--- config.mk ---
export PLATFORM = sky130hd
export DESIGN_NAME = core_alu_seq
export DESIGN_NICKNAME = d
export VERILOG_FILES = /design/src/rtl/core_alu_seq.sv
export SDC_FILE = /design/constraint.sdc
export NUM_CORES = 1
export LEC_CHECK = 0
export BUFFER_PORTS_ARGS = -buffer_cell sky130_fd_sc_hd__buf_2
export CORE_ASPECT_RATIO = 1.25
export CORE_MARGIN = 4
export CORE_UTILIZATION = 40
export CTS_BUF_LIST = sky130_fd_sc_hd__clkbuf_16
export CTS_CLUSTER_SIZE = 16
export DETAILED_ROUTE_END_ITERATION = 10
export GPL_ROUTABILITY_DRIVEN = 0
export PLACE_DENSITY = 0.65
export REMOVE_ABC_BUFFERS = 1
export SLEW_MARGIN = 20
export SYNTH_ARGS = -nofsm -noshare
export SYNTH_HDL_FRONTEND = slang
export SYNTH_SLANG_ARGS = --single-unit
--- constraint.sdc ---
create_clock -name clk -period 3 [get_ports clk]
set_input_delay 0.15 -clock clk [delete_from_list [all_inputs] [get_ports clk]]
set_output_delay 0.15 -clock clk [all_outputs]
set_load 0.02 [all_outputs]
--- src/rtl/core_alu_seq.sv ---
// core_alu_seq: single-issue sequential ALU with a valid/ready front end.
// Non-shift ops finish in one cycle; shifts with a non-zero count walk the
// result register one bit per cycle before presenting it. A DONE result is
// held stable until the consumer takes it, and FLUSH aborts anything in flight.
module core_alu_seq #(
  parameter int XLEN = 32
) (
  input  logic            clk,
  input  logic            nrst,
  input  logic            in_valid,
  output logic            in_ready,
  input  logic [3:0]      opcode_alu,
  input  logic [XLEN-1:0] op_a,
  input  logic [XLEN-1:0] op_b,
  input  logic [4:0]      rd_in,
  input  logic            flush,
  output logic            out_valid,
  input  logic            out_ready,
  output logic [XLEN-1:0] result,
  output logic [4:0]      rd_out,
  output logic            err,
  output logic            busy
);

  localparam int SHW = 5;  // shift-count width for a 32-bit datapath

  typedef enum logic [1:0] {
    IDLE  = 2'd0,
    SHIFT = 2'd1,
    DONE  = 2'd2
  } state_t;

  typedef enum logic [3:0] {
    OP_SUM  = 4'd0,
    OP_SUB  = 4'd1,
    OP_XOR  = 4'd2,
    OP_OR   = 4'd3,
    OP_AND  = 4'd4,
    OP_SLL  = 4'd5,
    OP_SRL  = 4'd6,
    OP_SRA  = 4'd7,
    OP_SLT  = 4'd8,
    OP_SLTU = 4'd9
  } alu_op_e;

  state_t          state_reg, state_next;
  logic [3:0]      op_reg, op_next;
  logic [SHW-1:0]  shamt_reg, shamt_next;
  logic [4:0]      rd_reg, rd_next;
  logic [XLEN-1:0] result_reg, result_next;
  logic            err_reg, err_next;

  logic            accept;
  logic            op_is_shift;
  logic            op_is_valid;
  logic [SHW-1:0]  in_count;
  logic [XLEN-1:0] alu_value;
  logic [XLEN-1:0] shl_step;
  logic [XLEN-1:0] shr_step;

  // Handshake: a new op is taken when idle, or when the held result is being
  // retired in the same cycle; a flush blocks any simultaneous offer.
  assign in_ready = !flush && ((state_reg == IDLE) || ((state_reg == DONE) && out_ready));
  assign accept   = in_valid && in_ready;
  assign in_count = op_b[SHW-1:0];

  // Single-cycle ALU evaluated on the offered operands. Shift opcodes yield
  // OP_A here: that is the zero-count answer and the shifter's starting value.
  always_comb begin
    alu_value   = '0;
    op_is_shift = 1'b0;
    op_is_valid = 1'b1;
    case (opcode_alu)
      OP_SUM:  alu_value = op_a + op_b;
      OP_SUB:  alu_value = op_a - op_b;
      OP_XOR:  alu_value = op_a ^ op_b;
      OP_OR:   alu_value = op_a | op_b;
      OP_AND:  alu_value = op_a & op_b;
      OP_SLL, OP_SRL, OP_SRA: begin
        alu_value   = op_a;
        op_is_shift = 1'b1;
      end
      OP_SLT:  alu_value = {{(XLEN-1){1'b0}}, ($signed(op_a) < $signed(op_b))};
      OP_SLTU: alu_value = {{(XLEN-1){1'b0}}, (op_a < op_b)};
      default: begin
        alu_value   = '0;
        op_is_valid = 1'b0;
      end
    endcase
  end

  // One-bit shift step of the result register, built bit by bit. The top bit
  // of a right shift replicates the sign only for SRA.
  genvar gi;
  generate
    for (gi = 0; gi < XLEN; gi++) begin : g_step
      if (gi == 0) begin : g_lsb
        assign shl_step[gi] = 1'b0;
      end else begin : g_lo
        assign shl_step[gi] = result_reg[gi-1];
      end
      if (gi == XLEN - 1) begin : g_msb
        assign shr_step[gi] = (op_reg == OP_SRA) ? result_reg[XLEN-1] : 1'b0;
      end else begin : g_hi
        assign shr_step[gi] = result_reg[gi+1];
      end
    end
  endgenerate

  // Next-state and datapath update: flush wins, then per-state work, then an
  // accept (which may overlap retirement in DONE) overrides the state choice.
  always_comb begin
    state_next  = state_reg;
    op_next     = op_reg;
    shamt_next  = shamt_reg;
    rd_next     = rd_reg;
    result_next = result_reg;
    err_next    = err_reg;

    if (flush) begin
      state_next = IDLE;
      shamt_next = '0;
    end else begin
      case (state_reg)
        SHIFT: begin
          result_next = (op_reg == OP_SLL) ? shl_step : shr_step;
          shamt_next  = shamt_reg - 1'b1;
          if (shamt_reg == SHW'(1)) begin
            state_next = DONE;
          end
        end
        DONE: begin
          if (out_ready) begin
            state_next = IDLE;
          end
        end
        default: begin
          state_next = state_reg;
        end
      endcase

      if (accept) begin
        op_next     = opcode_alu;
        rd_next     = rd_in;
        err_next    = !op_is_valid;
        result_next = alu_value;
        if (op_is_shift && (in_count != '0)) begin
          shamt_next = in_count;
          state_next = SHIFT;
        end else begin
          shamt_next = '0;
          state_next = DONE;
        end
      end
    end
  end

  // State and datapath registers; reset clears everything without a clock.
  always_ff @(posedge clk or negedge nrst) begin
    if (!nrst) begin
      state_reg  <= IDLE;
      op_reg     <= '0;
      shamt_reg  <= '0;
      rd_reg     <= '0;
      result_reg <= '0;
      err_reg    <= 1'b0;
    end else begin
      state_reg  <= state_next;
      op_reg     <= op_next;
      shamt_reg  <= shamt_next;
      rd_reg     <= rd_next;
      result_reg <= result_next;
      err_reg    <= err_next;
    end
  end

  assign out_valid = (state_reg == DONE);
  assign busy      = (state_reg != IDLE);
  assign result    = result_reg;
  assign rd_out    = rd_reg;
  assign err       = err_reg;

endmodule

; ---- Yosys cells after proc, flatten, opt, wreduce, memory -nomap -nowiden
; Index checks and enable logic that the tools add are counted.
[totals]
register_bits = 49
out_inout_bits = 41
[op_classes]
n_eq_ne = 17
order_cmp = 2
n_mux = 17
n_addsub = 3
n_bitwise = 4
n_reduce_logical = 20
[op_table]
columns = operator, n
row1 = $pmux W32 S8, 1
row2 = $mux W32, 3
row3 = $lt A32 B32 Y1, 2
row4 = $add A32 B32 Y32, 1
row5 = $and A32 B32 Y32, 1
row6 = $or A32 B32 Y32, 1
row7 = $sub A32 B32 Y32, 1
row8 = $xor A32 B32 Y32, 1
row9 = $eq A4 B3 Y1 const B, 6
row10 = $mux W5, 4
row11 = $mux W2, 5
row12 = $reduce_or A10 Y1, 1
row13 = $eq A4 B2 Y1 const B, 2
row14 = $eq A4 B4 Y1 const B, 2
row15 = $reduce_and A3 Y1, 2
row16 = $eq A5 B1 Y1 const B, 1
row17 = $reduce_bool A5 Y1, 1
row18 = $sub A5 B1 Y5 const B, 1
row19 = $eq A4 B1 Y1 const B, 1
row20 = $logic_and A1 B1 Y1, 4
row21 = $logic_not A4 Y1, 1
row22 = $ne A4 B2 Y1 const B, 1
row23 = $ne A4 B4 Y1 const B, 1
row24 = $pmux W2 S2, 1
row25 = 13 further kinds, 18

; ---- Logic depth before layout (Yosys ltp)
[depth]
depth_word = 7
depth_mapped = 12

; ---- Least setup slack after synthesis
; OpenSTA, ideal clock, no wires.
[synth_path]
kind = in2reg
start = input op_a[16]
end = register result_reg[26], in the netlist result[26]
setup_slack_ns = 0.358
required_time_ns = 2.868
path_buffers = 0
t_arrival_ns = 2.510
path_stages = 11
cell_sequence = inv_1 ha_1 or3_4 or4_4 nor4_4 nor3_1 nand3_2 a21oi_2 mux2_4 a211oi_2 o21ai_1
[synth_via]
elab_chain_len = 3
[synth_rtl]
columns = item, line
row1 = start: declaration, 13  ; input logic [XLEN-1:0] op_a,
row2 = $sub A32 B32 Y32 or $add A32 B32 Y32 (tied branches), "75, 74"
row3 = $pmux W32 S8 *, 73  ; case (opcode_alu)
row4 = $mux W32 *, 142  ; if (accept) begin
row5 = end signal: assignment, 172  ; result_reg <= result_next;
row6 = end: declaration, 50  ; logic [XLEN-1:0] result_reg, result_next;
; Every way passes the cells marked *; elsewhere a longest branch is shown, timed or not.
; A chain may end at the register's enable or synchronous reset.

; ---- Final worst setup path
[layout_path]
start = input op_a[0]
end = register result_reg[24], in the netlist result[24]
; Same word-level chain as after synthesis.

==> impl_results.md <==
* Most frequent cells in the layout: buf_2, nand2_1, ha_1
* Mapped Area at 8269 um2
* Hold Slack at 36.09 ps
* Clk sinks at 49
* Top FF cell, synth: dfrtp_1
* Wire length per cell at 19.23 um
* Post-synth EDFFs at 0
* Routed wire length at 30,270 um
* Minimum clock period at 2809 ps
* Global Route Usage Sum at 0.2546
* Leakage at 4.519 nW
* Final Max Tran Viols at 0
* Vias per cell at 5.982
* Max Cap Viol at 0
* Vias in the first global route at 9,179
* Port Buffers at 118
* Reg-to-reg slack, setup at 410 ps
* Peak supply drop at 0.2625 mV
* Cell taking the most area after synthesis: ha_1
* CP max FO at 3
* Final #Nets at 1,498
* Drt pass-1 iters at 5
* Worst-path cell chain: buf_2 -> inv_1 -> ha_1 -> fa_1 -> o21bai_2 -> a2111oi_4 -> nor2_1 -> o211ai_1 -> a2111oi_1 -> buf_4 -> nor2_1 -> o41ai_1 -> nand4_1 -> a32oi_1
* Ant diodes at 0
* Area growth syn-to-layout at 18.25%
* Die height at 168.8 um
* Post-CTS Setup Bufs at 0
* Buffer depth of the longest clock path at 2
* DP HPWL at 23,810 um
* Final hold vios at 0
* Commonest non-fill, non-tap cell in the layout: buf_2
* WP data required at 3220 ps
* Fin util at 0.4829
* Reg2reg start: state_reg[0]
* Largest net degree at the start of global routing at 43
* Arr. time, crit path at 3030 ps
* Yosys warning total at 0
* Synth top area share at 0.1740
* H-tree depth at 2
* Post-Syn Instances at 1,163
* Cells after DPL at 1,565
* Hold Path Class: input pin to flip-flop
* Most used cell, CP: nor2_1
* Worst-margin pin slew at 985.7 ps
* GR Overflow Total at 0
* Unrepaired setup endpoints after global routing: no
* Total die area at 23,050 um2
* Seq cells post-synth at 49
* Share of layout cells above drive strength 1 at 0.1894
* Worst skew pair latency at 300 ps
* Initial Util at 0.4084
* Rows at 58
* Outcome: finished clean
* Hold Crit Start: rd_in[0]
* Root buffer cell: clkbuf_16
* Global-route wire length before repair at 47,700 um
* Via count at 9,416
* FMAX at 355.9 MHz
* Tcrit/Tclk final at 0.9365
* Relative slew slack at 0.3378
* Most area-consuming cells after synthesis: ha_1, dfrtp_1, a21oi_1, nand2_1, nor2_1
* Layout Cells excl Fill at 1,574
* Syn_area_per_cell at 7.110 um2
* Crit. Startpoint: op_a[0]
* CP peak stage delay at 420 ps
* Startpoint types: input pin
* # IOs at 119
* Antenna-violating nets left at 0
* Core area at 20,250 um2
* Pwr/cell area at 400.4 nW/um2
* Iteration-0 DRC Markers at 854
* Post-synth ARST share at 1.000
* Number of antenna violations at the first check in global routing at 0
* Setup-failing EPs final at 0
* CP delay by family, top: compound AO/OA/AOI/OAI gates
* Max FFs per register at 32
* DRC viols at 0
* Inserted Clock Buffers at 5
* CTS clk-pin slew, worst paths at 80 ps
* Crit. End Element: flip-flop
* WP buf/inv at 3
* Post-DP Area at 9603 um2
* Critical path's slowest cell: fa_1
* Seq/Total Area, Yosys at 0.1483
* Worst Skew at 5.831 ps
* Die width at 136.6 um
* CP Class: input pin to flip-flop
* Netlist cell types at 79
* CTS tree: built
* Post-route cell area at 9778 um2
## stage by stage
stage | setup WS [ps] | power [W] | TNS [ps]
final | 190.6 | 0.003915 | 0
after global routing | 16.56 | 0.004171 | 0
after CTS | 216.8 | 0.003894 | 0
after detailed placement | -69.76 | 0.003268 | -167.1
after global placement | -37.10 | 0.003246 | -69.18
after floorplan | -117.1 | 0.002393 | -248.6
## final timing paths
path                            cells after the start           end
worst max-delay path                               14    result[24]
worst min register to register                      2     rd_out[1]
max in group asynchronous                           3     result[7]
worst min-delay path                                3     rd_out[0]
worst max register to register                      9    result[15]
min in group asynchronous                           2  shamt_reg[1]
## power by group
part,internal [W],switching [W]
registers,0.000859,0.000259
logic,0.000842,0.00134
clock network,0.000315,0.000300
total,0.00202,0.00190
## worst reg2reg max path, stage by stage (launching register included)
cell and delay [ps]:
dfrtp_1 420, nor2_1 140, and3_1 430, nor2_1 130, or2_2 490, buf_4 330
nor3_1 290, nand2_1 90, o221ai_1 70, a21oi_1 70
## cell families after synthesis
group,count (synthesis),synth area share
AOI/OAI and AO/OA,397,0.3212
xor gates and xnor gates,30,0.03177
adders and majority gates,117,0.1788
buffers and inverters,174,0.08004
DFF,49,0.1483
muxes,24,0.02981
and+or+nand+nor,372,0.2100
## routing by layer
metal / wire, um / global-route usage
met1: 12370 / 0.3265
met5: 0 / 0
met4: 1269 / 0.1021
met2: 14290 / 0.4329
met3: 2334 / 0.02824
## what timing repair did
item | 4_1_cts | 5_1_grt
setup endpoints to repair | 0 | 2
hold buffers | 1 | 0
endpoints found under the hold margin | 35 | 0
resized for setup | 0 | 2
## Yosys cell counts (6+ instances only)
cell / n
a21oi_1: 110
nor4_1: 8
nand3_1: 22
o311ai_1: 6
xnor2_1: 20
o21a_1: 9
nor3_1: 42
a221o_1: 6
o21ai_0: 55
or3_1: 6
o31ai_1: 15
a22oi_1: 18
mux2i_1: 22
nand2_1: 116
buf_1: 7
a21o_1: 12
o221ai_1: 9
a221oi_1: 14
o211ai_1: 21
nor2_1: 108
nand2b_1: 12
o21ai_1: 28
ha_1: 115
buf_2: 7
inv_1: 92
a31oi_1: 8
o22ai_1: 9
a211oi_1: 17
nor2b_1: 15
inv_2: 7
dfrtp_1: 49
xor2_1: 10
clkbuf_1: 61
nand4_1: 9
## final cells by class
class	count	area, um2
clock buffer	5	125.1
clock inverter	3	25.02
fill	2096	10470
inverter	99	371.6
multi-input combinational	940	6411
sequential	49	1226
tap	270	337.8
timing repair buffer	208	1281
No activity file was read; power rests on OpenSTA's default activity.
